File: config.mk
export PLATFORM = sky130hd
export DESIGN_NAME = mpuc_const_mult_flat
export DESIGN_NICKNAME = d
export VERILOG_FILES = /design/src/rtl/fft_pkg.sv /design/src/rtl/mpuc_const_mult_if.sv /design/src/rtl/mpuc_const_mult.sv /design/src/flat_wrapper.sv
export SDC_FILE = /design/constraint.sdc
export NUM_CORES = 1
export LEC_CHECK = 0
export ABC_AREA = 1
export BUFFER_PORTS_ARGS = -buffer_cell sky130_fd_sc_hd__buf_2
export CORE_MARGIN = 2
export CORE_UTILIZATION = 40
export CTS_BUF_LIST = sky130_fd_sc_hd__clkbuf_4
export CTS_CLUSTER_SIZE = 12
export DETAILED_ROUTE_END_ITERATION = 8
export PLACE_DENSITY = 0.55
export SLEW_MARGIN = 20
export SYNTH_ARGS = -nofsm -noshare
export SYNTH_HDL_FRONTEND = slang
export SYNTH_SLANG_ARGS = --single-unit
export TNS_END_PERCENT = 10
File: constraint.sdc
create_clock -name CLK -period 7.4 [get_ports CLK]
set_input_delay 0.74 -clock CLK [delete_from_list [all_inputs] [get_ports CLK]]
set_output_delay 0.74 -clock CLK [all_outputs]
set_load 0.02 [all_outputs]
File: src/rtl/fft_pkg.sv
// Shared FFT16 datapath constants: twiddle-arm multiplier coefficients (k * 2^16) and the fixed-point shift.
package fft_pkg;

  localparam int unsigned C707  = 46341;
  localparam int unsigned C541  = 35468;
  localparam int unsigned C1307 = 85627;
  localparam int unsigned FRAC  = 16;
  localparam int unsigned CW    = 18;

  // Map a CONST selector to its coefficient; unknown selectors give 0 and are rejected at elaboration.
  function automatic int unsigned const_val(input int k);
    case (k)
      707:     return C707;
      541:     return C541;
      1307:    return C1307;
      default: return 0;
    endcase
  endfunction

endpackage

File: src/rtl/mpuc_const_mult_if.sv
// Operand/result bundle for the complex-by-constant multiplier.
interface mpuc_const_mult_if #(parameter int unsigned NB = 16);

  logic                 ED;
  logic                 DS;
  logic                 MPYJ;
  logic signed [NB-1:0] DR;
  logic signed [NB-1:0] DI;
  logic signed [NB-1:0] DOR;
  logic signed [NB-1:0] DOI;

  modport master (output ED, DS, MPYJ, DR, DI, input DOR, DOI);
  modport slave  (input ED, DS, MPYJ, DR, DI, output DOR, DOI);

endinterface

File: src/rtl/mpuc_const_mult.sv
// Four-stage pipelined (DR + jDI) * C multiplier with optional -j rotation; result held between strobes.
module mpuc_const_mult
  import fft_pkg::*;
#(
  parameter int unsigned NB    = 16,
  parameter int          CONST = 707
) (
  input  logic          CLK,
  input  logic          RSTn,
  mpuc_const_mult_if.slave bus
);

  localparam int unsigned          PW = NB + CW;
  localparam logic signed [CW-1:0] CK = CW'(const_val(CONST));

  if (CONST != 707 && CONST != 541 && CONST != 1307) begin : g_bad_const
    $error("mpuc_const_mult: unsupported CONST %0d", CONST);
  end

  logic signed [NB-1:0] r1, i1;
  logic signed [PW-1:0] p2r, p2i;
  logic signed [NB-1:0] s3r, s3i;
  logic                 v1, v2, v3;
  logic                 j1, j2, j3;

  // Data path stages 1-3; everything freezes while ED is low.
  always_ff @(posedge CLK or negedge RSTn) begin
    if (!RSTn) begin
      r1  <= '0;
      i1  <= '0;
      p2r <= '0;
      p2i <= '0;
      s3r <= '0;
      s3i <= '0;
    end else if (bus.ED) begin
      r1  <= bus.DR;
      i1  <= bus.DI;
      p2r <= PW'(r1) * PW'(CK);
      p2i <= PW'(i1) * PW'(CK);
      s3r <= NB'(p2r >>> FRAC);
      s3i <= NB'(p2i >>> FRAC);
    end
  end

  // Valid and -j flags ride alongside the data; MPYJ only counts with a strobe.
  always_ff @(posedge CLK or negedge RSTn) begin
    if (!RSTn) begin
      v1 <= 1'b0;
      v2 <= 1'b0;
      v3 <= 1'b0;
      j1 <= 1'b0;
      j2 <= 1'b0;
      j3 <= 1'b0;
    end else if (bus.ED) begin
      v1 <= bus.DS;
      v2 <= v1;
      v3 <= v2;
      j1 <= bus.DS & bus.MPYJ;
      j2 <= j1;
      j3 <= j2;
    end
  end

  // Output register: (a + jb) * -j = b - ja; negation wraps at the most negative value.
  always_ff @(posedge CLK or negedge RSTn) begin
    if (!RSTn) begin
      bus.DOR <= '0;
      bus.DOI <= '0;
    end else if (bus.ED && v3) begin
      if (j3) begin
        bus.DOR <= s3i;
        bus.DOI <= -s3r;
      end else begin
        bus.DOR <= s3r;
        bus.DOI <= s3i;
      end
    end
  end

endmodule

File: src/flat_wrapper.sv
// flat-port wrapper written by rule: the top's interface ports become plain ports
module mpuc_const_mult_flat import fft_pkg::*;
#(
  parameter int unsigned NB    = 16,
  parameter int          CONST = 707
)
  (CLK, RSTn, bus_ED, bus_DS, bus_MPYJ, bus_DR, bus_DI, bus_DOR, bus_DOI);
  mpuc_const_mult_if #(.NB(NB)) bus_i ();
  input  logic CLK;
  input  logic RSTn;
  input wire logic [$bits(bus_i.ED)-1:0] bus_ED;
  input wire logic [$bits(bus_i.DS)-1:0] bus_DS;
  input wire logic [$bits(bus_i.MPYJ)-1:0] bus_MPYJ;
  input wire logic [$bits(bus_i.DR)-1:0] bus_DR;
  input wire logic [$bits(bus_i.DI)-1:0] bus_DI;
  output wire logic [$bits(bus_i.DOR)-1:0] bus_DOR;
  output wire logic [$bits(bus_i.DOI)-1:0] bus_DOI;
  assign bus_i.ED = bus_ED;
  assign bus_i.DS = bus_DS;
  assign bus_i.MPYJ = bus_MPYJ;
  assign bus_i.DR = bus_DR;
  assign bus_i.DI = bus_DI;
  assign bus_DOR = bus_i.DOR;
  assign bus_DOI = bus_i.DOI;
  mpuc_const_mult #(.NB(NB), .CONST(CONST)) u_core (.CLK(CLK), .RSTn(RSTn), .bus(bus_i));
endmodule
# Yosys cells after proc, flatten, opt, wreduce, memory -nomap -nowiden
# Index checks and enable logic that the tools add are counted.
totals:
  regBits: 166
  in_bits: 37
  out_inout_bits: 32
  word_cells: 21
op_classes:
  n_addsub: 1
  multipliers: 2
  mux: 2
  bitwise_logic: 1
  reduce_logical: 1
ops:
  columns: ["cell", "count"]
  rows:
  - ["multiplier 16 x 17 -> 32 bit, second input constant", 2]
  - ["2-to-1 mux 16 bit", 2]
  - ["negation 16 bit", 1]
  - ["AND 1 bit", 1]
  - ["logical AND 1 bit", 1]

# Longest topological paths before layout
depth:
  ltp_word: 2
  mapped_depth: 24
  ltp_nobuf: 24

# Worst setup path before layout
# Ideal clock, no wire load.
synth_path:
  path_type: "reg2reg"
  startpoint: "reg u_core.r1[15]"
  endpoint: "reg u_core.p2r[30]"
  setup_ps: 117
  t_arrival_ps: 4434
  required_time_ps: 7283
  path_slack_ps: 2849
  path_stages_with_launch: 22
  n_path_buf: 0
  synth_period_minus_slack_ps: 4551
  path_cell_list: "dfrtp_1 ha_1 inv_1 fa_1 inv_1 fa_1 fa_1 inv_1 fa_1 inv_1 ha_1 ha_1 nand2_1 inv_1 nand2_1 nor3_1 and2_1 nand2_1 nand2_1 nand2_1 nand3_1 nand2_1"
synth_between:
  elab_chain_cells: 1
synth_lines:
  columns: ["item", "line", "rtl"]
  rows:
  - ["from (decl)", "mpuc_const_mult.sv:20", "logic signed [NB-1:0] r1, i1;"]
  - ["from (signal assigned)", "mpuc_const_mult.sv:36", "r1 <= bus.DR;"]
  - ["multiplier 16 x 17 -> 32 bit", "mpuc_const_mult.sv:38", "p2r <= PW'(r1) * PW'(CK);"]
  - ["to (signal assigned)", "mpuc_const_mult.sv:38", null]
  - ["to (decl)", "mpuc_const_mult.sv:21", "logic signed [PW-1:0] p2r, p2i;"]
# Every way passes these cells.
# A chain may end at the register's enable or synchronous reset.

# Worst setup path in the final report
layout_path:
  startpoint: "reg u_core.r1[5]"
  endpoint: "reg u_core.p2r[27]"
# Same word-level chain as after synthesis.

==> flow_summary.json <==
{
  "ff_latch_area_mm2": 0.003353,
  "slew_violations": 0,
  "period_needed_ps": 4870,
  "min_path_type": "in -> async",
  "layout-drive-gt1-share_pct": 6.186,
  "synth_compound_area_share_pct": 5.441,
  "finalHoldViolations": 0,
  "multiInputGateArea_mm2": 0.009799,
  "slew_headroom_pct": 35.75,
  "wl_per_cell_um": 15.08,
  "die_h_um": 196.4,
  "row_count": 70,
  "netlist_instances": 1967,
  "r2r-start": "u_core.r1[5]",
  "cts_resized": 0,
  "yosys-top-cells-area": "dfrtp_1 (23%), ha_1 (21%), nand2_1 (16%)",
  "grt_pass1_vias": 11809,
  "ctsHtreeMaxLevel": 4,
  "synth_fp_nets": 2362,
  "synthAdderAreaFrac_pct": 35.88,
  "tightestPinTransition_ps": 963.8,
  "syn-mean-instance-area_um2": 7.528,
  "synth_top_family_by_area": "adder cells",
  "area_growth_pct": 7.478,
  "antenna_found_initial": 2,
  "gp_congestion": 0.9014,
  "cp-start-kind": "register",
  "reg2reg_depth": 20,
  "cts_setup_buffers": 0,
  "vias": 11851,
  "clock_skew_ps": 49.82,
  "grt_use_total_pct": 20.57,
  "ant_nets": 0,
  "ios": 69,
  "nets": 2419,
  "period_share_pct": 65.82,
  "synthArstFlopShare_pct": 100.0,
  "arrival_ps": 5350,
  "grt_setup_unrepaired": "false",
  "setup_viol": 0,
  "grt_max_degree": 95,
  "hpwl_um": 31310,
  "status": "complete, no violations",
  "core_area_mm2": 0.03652,
  "yosysSeqAreaShare_pct": 22.64,
  "grt_pass1_wl_um": 62470,
  "clock.fmax_ghz": 0.2053,
  "clkTransAtPathRegs_ps": 170,
  "yosys.area_share.simple_pct": 23.73,
  "drc": 0,
  "drt_wl_total_um": 37830,
  "vias_per_cell": 4.725,
  "n_fill_cell": 3851,
  "cts.sink_count": 134,
  "grt-ovfl-total": 0,
  "yosys_most_used_dff": "dfrtp_1",
  "synth_top_area_share_pct": 22.64,
  "cts_buffers": 17,
  "synth.area.mux_share_pct": 0,
  "clock_latency_ps": 620,
  "start_util_pct": 40.54,
  "r2r_end": "u_core.p2r[27]",
  "crit_path_max_fanout": 8,
  "critical_path.endpoint_type": "register",
  "yosys.area.top_type": "dfrtp_1",
  "clock_path_buffers": 2,
  "r2r_slack_ps": 2530,
  "synth_most_common_cell": "nand2_1",
  "holdBufCountCts": 0,
  "crit_type": "reg -> reg",
  "worst-endpoint-required_ps": 7880,
  "synth.cell_area_mm2": 0.01481,
  "tns_ps": 0,
  "max_cap_viol_count": 0,
  "die_area_mm2": 0.03857,
  "tritoncts": "done",
  "synth_xor_area_share_pct": 1.124,
  "synth_common_cells": "nand2_1 (619), inv_1 (398), ha_1 (247)",
  "first_iter_violations": 664,
  "cts-root-buf": "clkbuf_4",
  "numPortBuffers": 68,
  "firstDrtPassIters": 5,
  "synth_edf_count": 0,
  "die_x_um": 196.4,
  "yosys_warnings": 0,
  "synth_cell_types": 33,
  "ys_seq_elements": 134
}
[metrics by stage]
step           util, %  std cells  instance area (um2)  hold slack (ps)  setup slack (ps)
2_1_floorplan        -       1967                14810            442.2              2849
3_3_place_gp     42.80       2473                15630            458.0              2510
3_5_place_dp     42.80       2473                15630            460.9              2498
4_1_cts          43.56       2505                15910            122.6              2500
5_1_grt          43.58       2508                15920            145.6              2136
6_report         43.58       2508                15920            133.6              2530
[registers in the layout (all words and copies together) (netlist names)]
register and count:
u_core.p2r 16, u_core.s3r 16, u_core.bus.DOR 16, u_core.v1 1, u_core.bus.DOI 16, u_core.j2 1
u_core.v2 1, u_core.j3 1, u_core.v3 1, u_core.j1 1, u_core.i1 16, u_core.p2i 16
u_core.s3i 16, u_core.r1 16
[cell families after synthesis]
| family | count (synthesis) |
|---|---|
| simple gates | 865 |
| compound gates | 154 |
| xor+xnor | 19 |
| fa+ha+maj | 358 |
| flops | 134 |
| buf+inv | 437 |
[worst max path at each step]
stage	from	end
after floorplan	u_core.r1[15]	u_core.p2r[30]
after global placement	u_core.r1[15]	u_core.p2r[24]
after detailed placement	u_core.r1[15]	u_core.p2r[24]
after CTS	u_core.r1[15]	u_core.p2r[27]
after global routing	u_core.r1[15]	u_core.p2r[27]
final	u_core.r1[5]	u_core.p2r[27]
[cell type report]
class | instances | area share, %
multi-input combinational | 1396 | 61.57
timing repair buffer | 72 | 2.382
tap | 468 | 3.679
clock buffer | 17 | 0.8019
clock inverter | 15 | 0.9434
sequential | 134 | 21.07
inverter | 403 | 9.505
antenna | 3 | 0.04717
[worst max-delay path: stages (launching register included)]
cell and delay (ps):
dfrtp_1 500, ha_1 330, inv_1 50, fa_1 490
inv_1 40, ha_1 320, fa_1 470, fa_1 540
inv_1 50, fa_1 520, inv_1 40, ha_1 350
nand2_1 140, nor2_1 340, nand2_1 130, nor2_1 100
nand2_1 80, nand3_1 70, nand2_1 50, nand3_1 70
nand2_1 60
[layout by cell type, fill, tap and decap left out, types with 47 or more instances in the layout]
cell type and count:
nand2_1 619, inv_1 398, ha_1 247, dfrtp_1 134, fa_1 111, nor2_1 107
nand3_1 87, a21oi_1 86, buf_2 66, o21ai_0 47
[routing by layer]
| metal | GRT usage (%) | vias to the layer above | share of wire (%) |
|---|---|---|---|
| met4 | 3.339 | 0 | 0.63 |
| li1 | - | 6182 | - |
| met2 | 32.15 | 181 | 44 |
| met1 | 30.97 | 5475 | 53 |
| met3 | 2.430 | 13 | 2.7 |
| met5 | 0 | - | 0 |
Power is left out: the tool's default activity adds up to more than one toggle a clock period on the data nets, which glitch-free logic cannot reach.
